`src/rtl/board_io_pkg.sv`:
```
// Shared constants, cycle-count helper and types for the board input front end.
package board_io_pkg;

    localparam int unsigned CLK_HZ        = 100_000_000;
    localparam int unsigned DEBOUNCE_MS   = 10;
    localparam int unsigned LONG_PRESS_MS = 1000;

    typedef logic [7:0] press_cnt_t;

    // Accepted level of a debounced channel.
    typedef enum logic {
        LVL_LOW  = 1'b0,
        LVL_HIGH = 1'b1
    } deb_state_t;

    // Divide first so long durations stay inside 32 bits.
    function automatic int unsigned ms_to_cycles(input int unsigned ms);
        return (CLK_HZ / 1000) * ms;
    endfunction

endpackage

```
`src/rtl/debounce_ch.sv`:
```
// One input channel: SYNC_STAGES-deep synchroniser followed by a counting
// debounce FSM. rise/fall are registered together with the accepted level.
module debounce_ch
    import board_io_pkg::*;
#(
    parameter int SYNC_STAGES     = 2,
    parameter int DEBOUNCE_CYCLES = 4
) (
    input  logic clk,
    input  logic rst,
    input  logic raw,
    output logic level,
    output logic rise,
    output logic fall
);

    localparam int CW = $clog2(DEBOUNCE_CYCLES + 1);
    localparam logic [CW-1:0] CNT_LAST = CW'(DEBOUNCE_CYCLES - 1);

    logic [SYNC_STAGES-1:0] sync_q;
    logic                   synced;
    deb_state_t             state_q, state_d;
    logic [CW-1:0]          cnt_q, cnt_d;
    logic                   rise_d, fall_d;

    always_ff @(posedge clk or posedge rst) begin
        if (rst) sync_q <= '0;
        else     sync_q <= {sync_q[SYNC_STAGES-2:0], raw};
    end

    assign synced = sync_q[SYNC_STAGES-1];
    assign level  = (state_q == LVL_HIGH);

    always_ff @(posedge clk or posedge rst) begin
        if (rst) begin
            state_q <= LVL_LOW;
            cnt_q   <= '0;
            rise    <= 1'b0;
            fall    <= 1'b0;
        end else begin
            state_q <= state_d;
            cnt_q   <= cnt_d;
            rise    <= rise_d;
            fall    <= fall_d;
        end
    end

    // Any sample agreeing with the accepted level restarts the stability count.
    always_comb begin
        state_d = state_q;
        cnt_d   = '0;
        rise_d  = 1'b0;
        fall_d  = 1'b0;
        if (synced != level) begin
            if (cnt_q == CNT_LAST) begin
                state_d = (state_q == LVL_HIGH) ? LVL_LOW : LVL_HIGH;
                rise_d  = (state_q == LVL_LOW);
                fall_d  = (state_q == LVL_HIGH);
            end else begin
                cnt_d = cnt_q + CW'(1);
            end
        end
    end

endmodule

```
`src/rtl/board_input_conditioner.sv`:
```
// Debounced buttons/switches with press, release and long-press events.
// Optional BOARD_INPUT_PRESS_COUNT_EN adds an 8-bit wrapping press counter per button.
module board_input_conditioner
    import board_io_pkg::*;
#(
    parameter int NUM_BTN           = 4,
    parameter int NUM_SW            = 16,
    parameter int SYNC_STAGES       = 2,
    parameter int DEBOUNCE_CYCLES   = int'(ms_to_cycles(DEBOUNCE_MS)),
    parameter int LONG_PRESS_CYCLES = int'(ms_to_cycles(LONG_PRESS_MS))
) (
    input  logic               clk_100mhz,
    input  logic               sys_rst,
    input  logic [NUM_BTN-1:0] btn_raw,
    input  logic [NUM_SW-1:0]  sw_raw,
    output logic [NUM_BTN-1:0] btn_level,
    output logic [NUM_BTN-1:0] btn_press,
    output logic [NUM_BTN-1:0] btn_release,
    output logic [NUM_BTN-1:0] btn_long,
    output logic [NUM_SW-1:0]  sw_level,
    output logic               sw_changed
`ifdef BOARD_INPUT_PRESS_COUNT_EN
    ,
    output logic [NUM_BTN*8-1:0] btn_count
`endif
);

    localparam int NUM_CH = NUM_BTN + NUM_SW;
    localparam int HW     = $clog2(LONG_PRESS_CYCLES + 1);
    localparam logic [HW-1:0] HOLD_MAX  = HW'(LONG_PRESS_CYCLES);
    localparam logic [HW-1:0] HOLD_LAST = HW'(LONG_PRESS_CYCLES - 1);

    logic [NUM_CH-1:0] ch_raw, ch_level, ch_rise, ch_fall;

    // Buttons occupy the low channel indices, switches the upper ones.
    assign ch_raw = {sw_raw, btn_raw};

    genvar g;
    generate
        for (g = 0; g < NUM_CH; g++) begin : g_ch
            debounce_ch #(
                .SYNC_STAGES    (SYNC_STAGES),
                .DEBOUNCE_CYCLES(DEBOUNCE_CYCLES)
            ) u_ch (
                .clk  (clk_100mhz),
                .rst  (sys_rst),
                .raw  (ch_raw[g]),
                .level(ch_level[g]),
                .rise (ch_rise[g]),
                .fall (ch_fall[g])
            );
        end
    endgenerate

    assign btn_level   = ch_level[NUM_BTN-1:0];
    assign btn_press   = ch_rise[NUM_BTN-1:0];
    assign btn_release = ch_fall[NUM_BTN-1:0];
    assign sw_level    = ch_level[NUM_CH-1:NUM_BTN];
    assign sw_changed  = |(ch_rise[NUM_CH-1:NUM_BTN] | ch_fall[NUM_CH-1:NUM_BTN]);

    logic [NUM_BTN-1:0][HW-1:0] hold_cnt;

    generate
        for (g = 0; g < NUM_BTN; g++) begin : g_hold
            logic long_q;

            // Saturation at HOLD_MAX is what limits btn_long to one pulse per press.
            always_ff @(posedge clk_100mhz or posedge sys_rst) begin
                if (sys_rst) begin
                    hold_cnt[g] <= '0;
                    long_q      <= 1'b0;
                end else begin
                    long_q <= btn_level[g] && (hold_cnt[g] == HOLD_LAST);
                    if (!btn_level[g])
                        hold_cnt[g] <= '0;
                    else if (hold_cnt[g] != HOLD_MAX)
                        hold_cnt[g] <= hold_cnt[g] + HW'(1);
                end
            end

            assign btn_long[g] = long_q;
        end
    endgenerate

`ifdef BOARD_INPUT_PRESS_COUNT_EN
    generate
        for (g = 0; g < NUM_BTN; g++) begin : g_cnt
            press_cnt_t cnt_q;

            always_ff @(posedge clk_100mhz or posedge sys_rst) begin
                if (sys_rst)           cnt_q <= '0;
                else if (btn_press[g]) cnt_q <= cnt_q + 8'd1;
            end

            assign btn_count[g*8 +: 8] = cnt_q;
        end
    endgenerate
`endif

endmodule

```
`config.mk`:
```
export PLATFORM = sky130hd
export DESIGN_NAME = board_input_conditioner
export DESIGN_NICKNAME = d
export VERILOG_FILES = /design/src/rtl/board_io_pkg.sv /design/src/rtl/debounce_ch.sv /design/src/rtl/board_input_conditioner.sv
export SDC_FILE = /design/constraint.sdc
export NUM_CORES = 1
export LEC_CHECK = 0
export ABC_CLOCK_PERIOD_IN_PS = 21600
export BUFFER_PORTS_ARGS = -buffer_cell sky130_fd_sc_hd__buf_4
export CAP_MARGIN = 40
export CORE_MARGIN = 2
export CORE_UTILIZATION = 45
export CTS_CLUSTER_DIAMETER = 120
export DETAILED_ROUTE_END_ITERATION = 8
export SETUP_SLACK_MARGIN = 0.2
export SKIP_LAST_GASP = 1
export SYNTH_ARGS = -nofsm -noshare
export SYNTH_HDL_FRONTEND = slang
export SYNTH_SLANG_ARGS = --single-unit
```
`constraint.sdc`:
```
create_clock -name clk_100mhz -period 21.6 [get_ports clk_100mhz]
set_clock_uncertainty 0.2 [all_clocks]
set_input_delay 1.08 -clock clk_100mhz [delete_from_list [all_inputs] [get_ports clk_100mhz]]
set_output_delay 1.08 -clock clk_100mhz [all_outputs]
set_load 0.02 [all_outputs]
```
==> results.yml <==
grt:
  grt_pass1_vias: 21585
  met2_usage_pct: 29.1
  use_met3_pct: 2.94
  grtUsageTotal_pct: 18.1
  gr-total-overflow: 0
  grt_antenna_before_repair: 1
  top_usage_layer: "met2"
  grt_max_degree: 112
  grt_pass1_wl_um: 104000
  grt_use_met1_pct: 25.0
logic_synthesis:
  syn_nets: 2981
  syn_avg_cell_area_um2: 10.0
  synth_edf_count: 0
  ys_types: 55
  ys_warn_count: 0
  syn-instance-count: 2931
  synth_area_um2: 29400
  synth_top_flop_cell: "dfrtp_1"
  synth-async-reset-ratio_pct: 100
  yosysSeqAreaShare_pct: 52.1
  ys_seq_elements: 612
clock_tree:
  path_clk_slew_ns: 0.06
  cts_root_buf: "clkbuf_16"
  htree_levels: 3
  cts-resized-gates: 0
  hold_buffers: 0
  cts_buffers: 70
  cts_tree: "built"
  postCtsSetupRepairBufs: 0
  cts_max_path_buffers: 3
  cts.sinks: 612
  worstSkewPairLatency_ns: 0.61
worst_setup_path:
  r2r-start: "hold_cnt[54]"
  worst_setup_path_end_kind: "output port"
  critPathArrivalTime_ns: 2.18
  r2r_end: "hold_cnt[68]"
  required_ns: 20.32
  start_kind: "flop"
  cp_max_fo: 1
  critPathKind: "flop to output port"
  reg2reg_depth: 5
  r2r_slack_ns: 18.89
cells_and_area:
  multi_input_area_um2: 13300
  antenna_cells: 0
  seqCellArea_um2: 15300
  area_delta_synth_final_pct: 12.8
  num-nets-final: 3048
  drive_gt1_share_pct: 7.95
  fillers: 5790
sta:
  max_freq_ghz: 0.289
  rsz0062_at_grt: "false"
  setup_tns_ns: 0
  hold_violations: 0
  tightest_slew_ns: 0.914
  drv_slew: 0
  holdWs_ns: 0.141
  setup_viol: 0
  timing.final.crit_share_pct: 16.0
  slew_headroom_pct: 38.2
  period_minus_slack_ns: 3.46
worst_hold_path:
  whs_path_depth: 0
  hold_path.class: "flop to flop"
  min_from: "g_ch[18].u_ch.sync_q[0]"
  min_to: "g_ch[18].u_ch.sync_q[1]"
status:
  status: "finished, final reports clean"
routing:
  viasPerCell: 5.60
  ant_nets: 0
  first_pass_iters: 5
  route.detailed.wl_per_inst_um: 15.3
  totalWireLength_um: 59800
  vias: 21847
  drt_first_iter_violations: 1352
  drc: 0
placement:
  port_buffers: 54
  hpwl_um: 40000
  routabilityCongestion: 0.806
flow_run:
  max_cap_violations: 0
floorplan:
  initial_core_util_pct: 45.5
  die_w_um: 260
  num_io_pins: 55
  die_y_um: 260
  num_rows: 93
  coreArea_um2: 64600
  die-area_um2: 67400
power:
  powerDensity_nw_per_um2: 74.1
  power.leakage_nw: 13.0
  ir_drop_mv: 0.0584
==> cell usage in the layout, fill, tap and decap left out, types with 91 or more instances in the layout <==
master,count
dfrtp_1,612
nor2_1,351
xnor2_1,210
nand3_1,174
a21oi_1,157
nand2_1,152
nand4_1,114
xor2_1,103
or4_1,100
or3_1,95
and3_1,91
==> how the worst max path moves through the flow <==
stage                            endpoint               from  depth (start not counted)  slack [ns]
global placement             hold_cnt[40]            sys_rst                          5       16.70
CTS                     g_ch[4].u_ch.fall            sys_rst                          8       17.95
global route            g_ch[4].u_ch.fall            sys_rst                          8       17.63
detailed placement           hold_cnt[40]            sys_rst                          8       17.29
floorplan           g_ch[0].u_ch.cnt_q[0]            sys_rst                          1        3.18
finish                         sw_changed  g_ch[6].u_ch.fall                          4       18.14
==> power by group <==
group / internal, W / switching [W]
sequential: 0.00116 / 0.0000140
clock: 0.000755 / 0.000467
combinational: 0.0000194 / 0.0000423
total: 0.00193 / 0.000523
==> worst max-delay path, stage by stage (launching register included) <==
cell     delay (ns)
dfrtp_1        0.37
nor4_1         0.53
nand4_1        0.14
or2_2          0.37
buf_4          0.18
==> per-stage QoR <==
| step | total power (W) | utilization (%) | cell area (um^2) | instances | setup WS (ns) |
|---|---|---|---|---|---|
| final | 0.00246 | 51.4 | 33200 | 3900 | 18.14 |
| after global routing | 0.00256 | 51.4 | 33200 | 3900 | 17.63 |
| after CTS | 0.00250 | 51.4 | 33200 | 3900 | 17.95 |
| after detailed placement | 0.00126 | 47.7 | 30800 | 3781 | 17.29 |
| after global placement | 0.00125 | 47.3 | 30600 | 3770 | 16.70 |
| after floorplan | 0.00123 | - | 29400 | 2931 | 3.18 |
==> layout make-up <==
type	count	area share, %
clock inverters	20	0.973
inverters	90	1.04
repair buffers	87	2.41
well taps	855	3.22
clock buffers	99	6.19
flip-flops and latches	612	46.2
multi-input cells	2137	40.0
==> state kept, by name, indices dropped and copies added, names as in the netlist <==
signal and cells:
g_ch.u_ch.level 20, g_ch.u_ch.cnt_q 400, g_ch.u_ch.sync_q 40, g_ch.u_ch.fall 20
g_ch.u_ch.rise 20, g_hold.long_q 4, hold_cnt 108
==> cells in the mapped netlist, drive strengths merged (11+ instances only) <==
master  number  area (um^2)
or3         95          594
xor2       103          902
ha          28          350
nor3b       44          330
nor2       351         1320
xnor2      210         1840
mux2        20          225
nand4      116          747
nand2      152          571
clkbuf      51          191
o31ai       82          651
nand3      178          911
nor4        90          563
o21ai       87          435
nand4b      24          210
dfrtp      612        15300
and2        11         68.8
and4        20          175
and3        91          569
nor3        68          340
nor2b       12         75.1
a21oi      157          786
mux2i       11          110
buf         41          289
nor4b       28          245
inv         89          334
or4        102          773
nand2b      15         93.8
==> cells by family (layout without fill, tap and decap cells) <==
group	after synthesis	after routing	synth area share [%]
muxes	31	31	1.14
xor gates and xnor gates	313	313	9.32
AOI/OAI and AO/OA	343	343	6.88
DFF	612	612	52.1
and+or+nand+nor	1422	1422	26.6
adders and majority gates	28	28	1.19
buffers and inverters	182	296	2.78
==> metal layers <==
metal / vias up / part of all wire (%)
met1: 10792 / 48
met4: 0 / 2.5
li1: 10698 / -
met3: 100 / 2.8
met5: - / 0
met2: 257 / 47
Note: power is estimated with default switching activity, not from simulation.
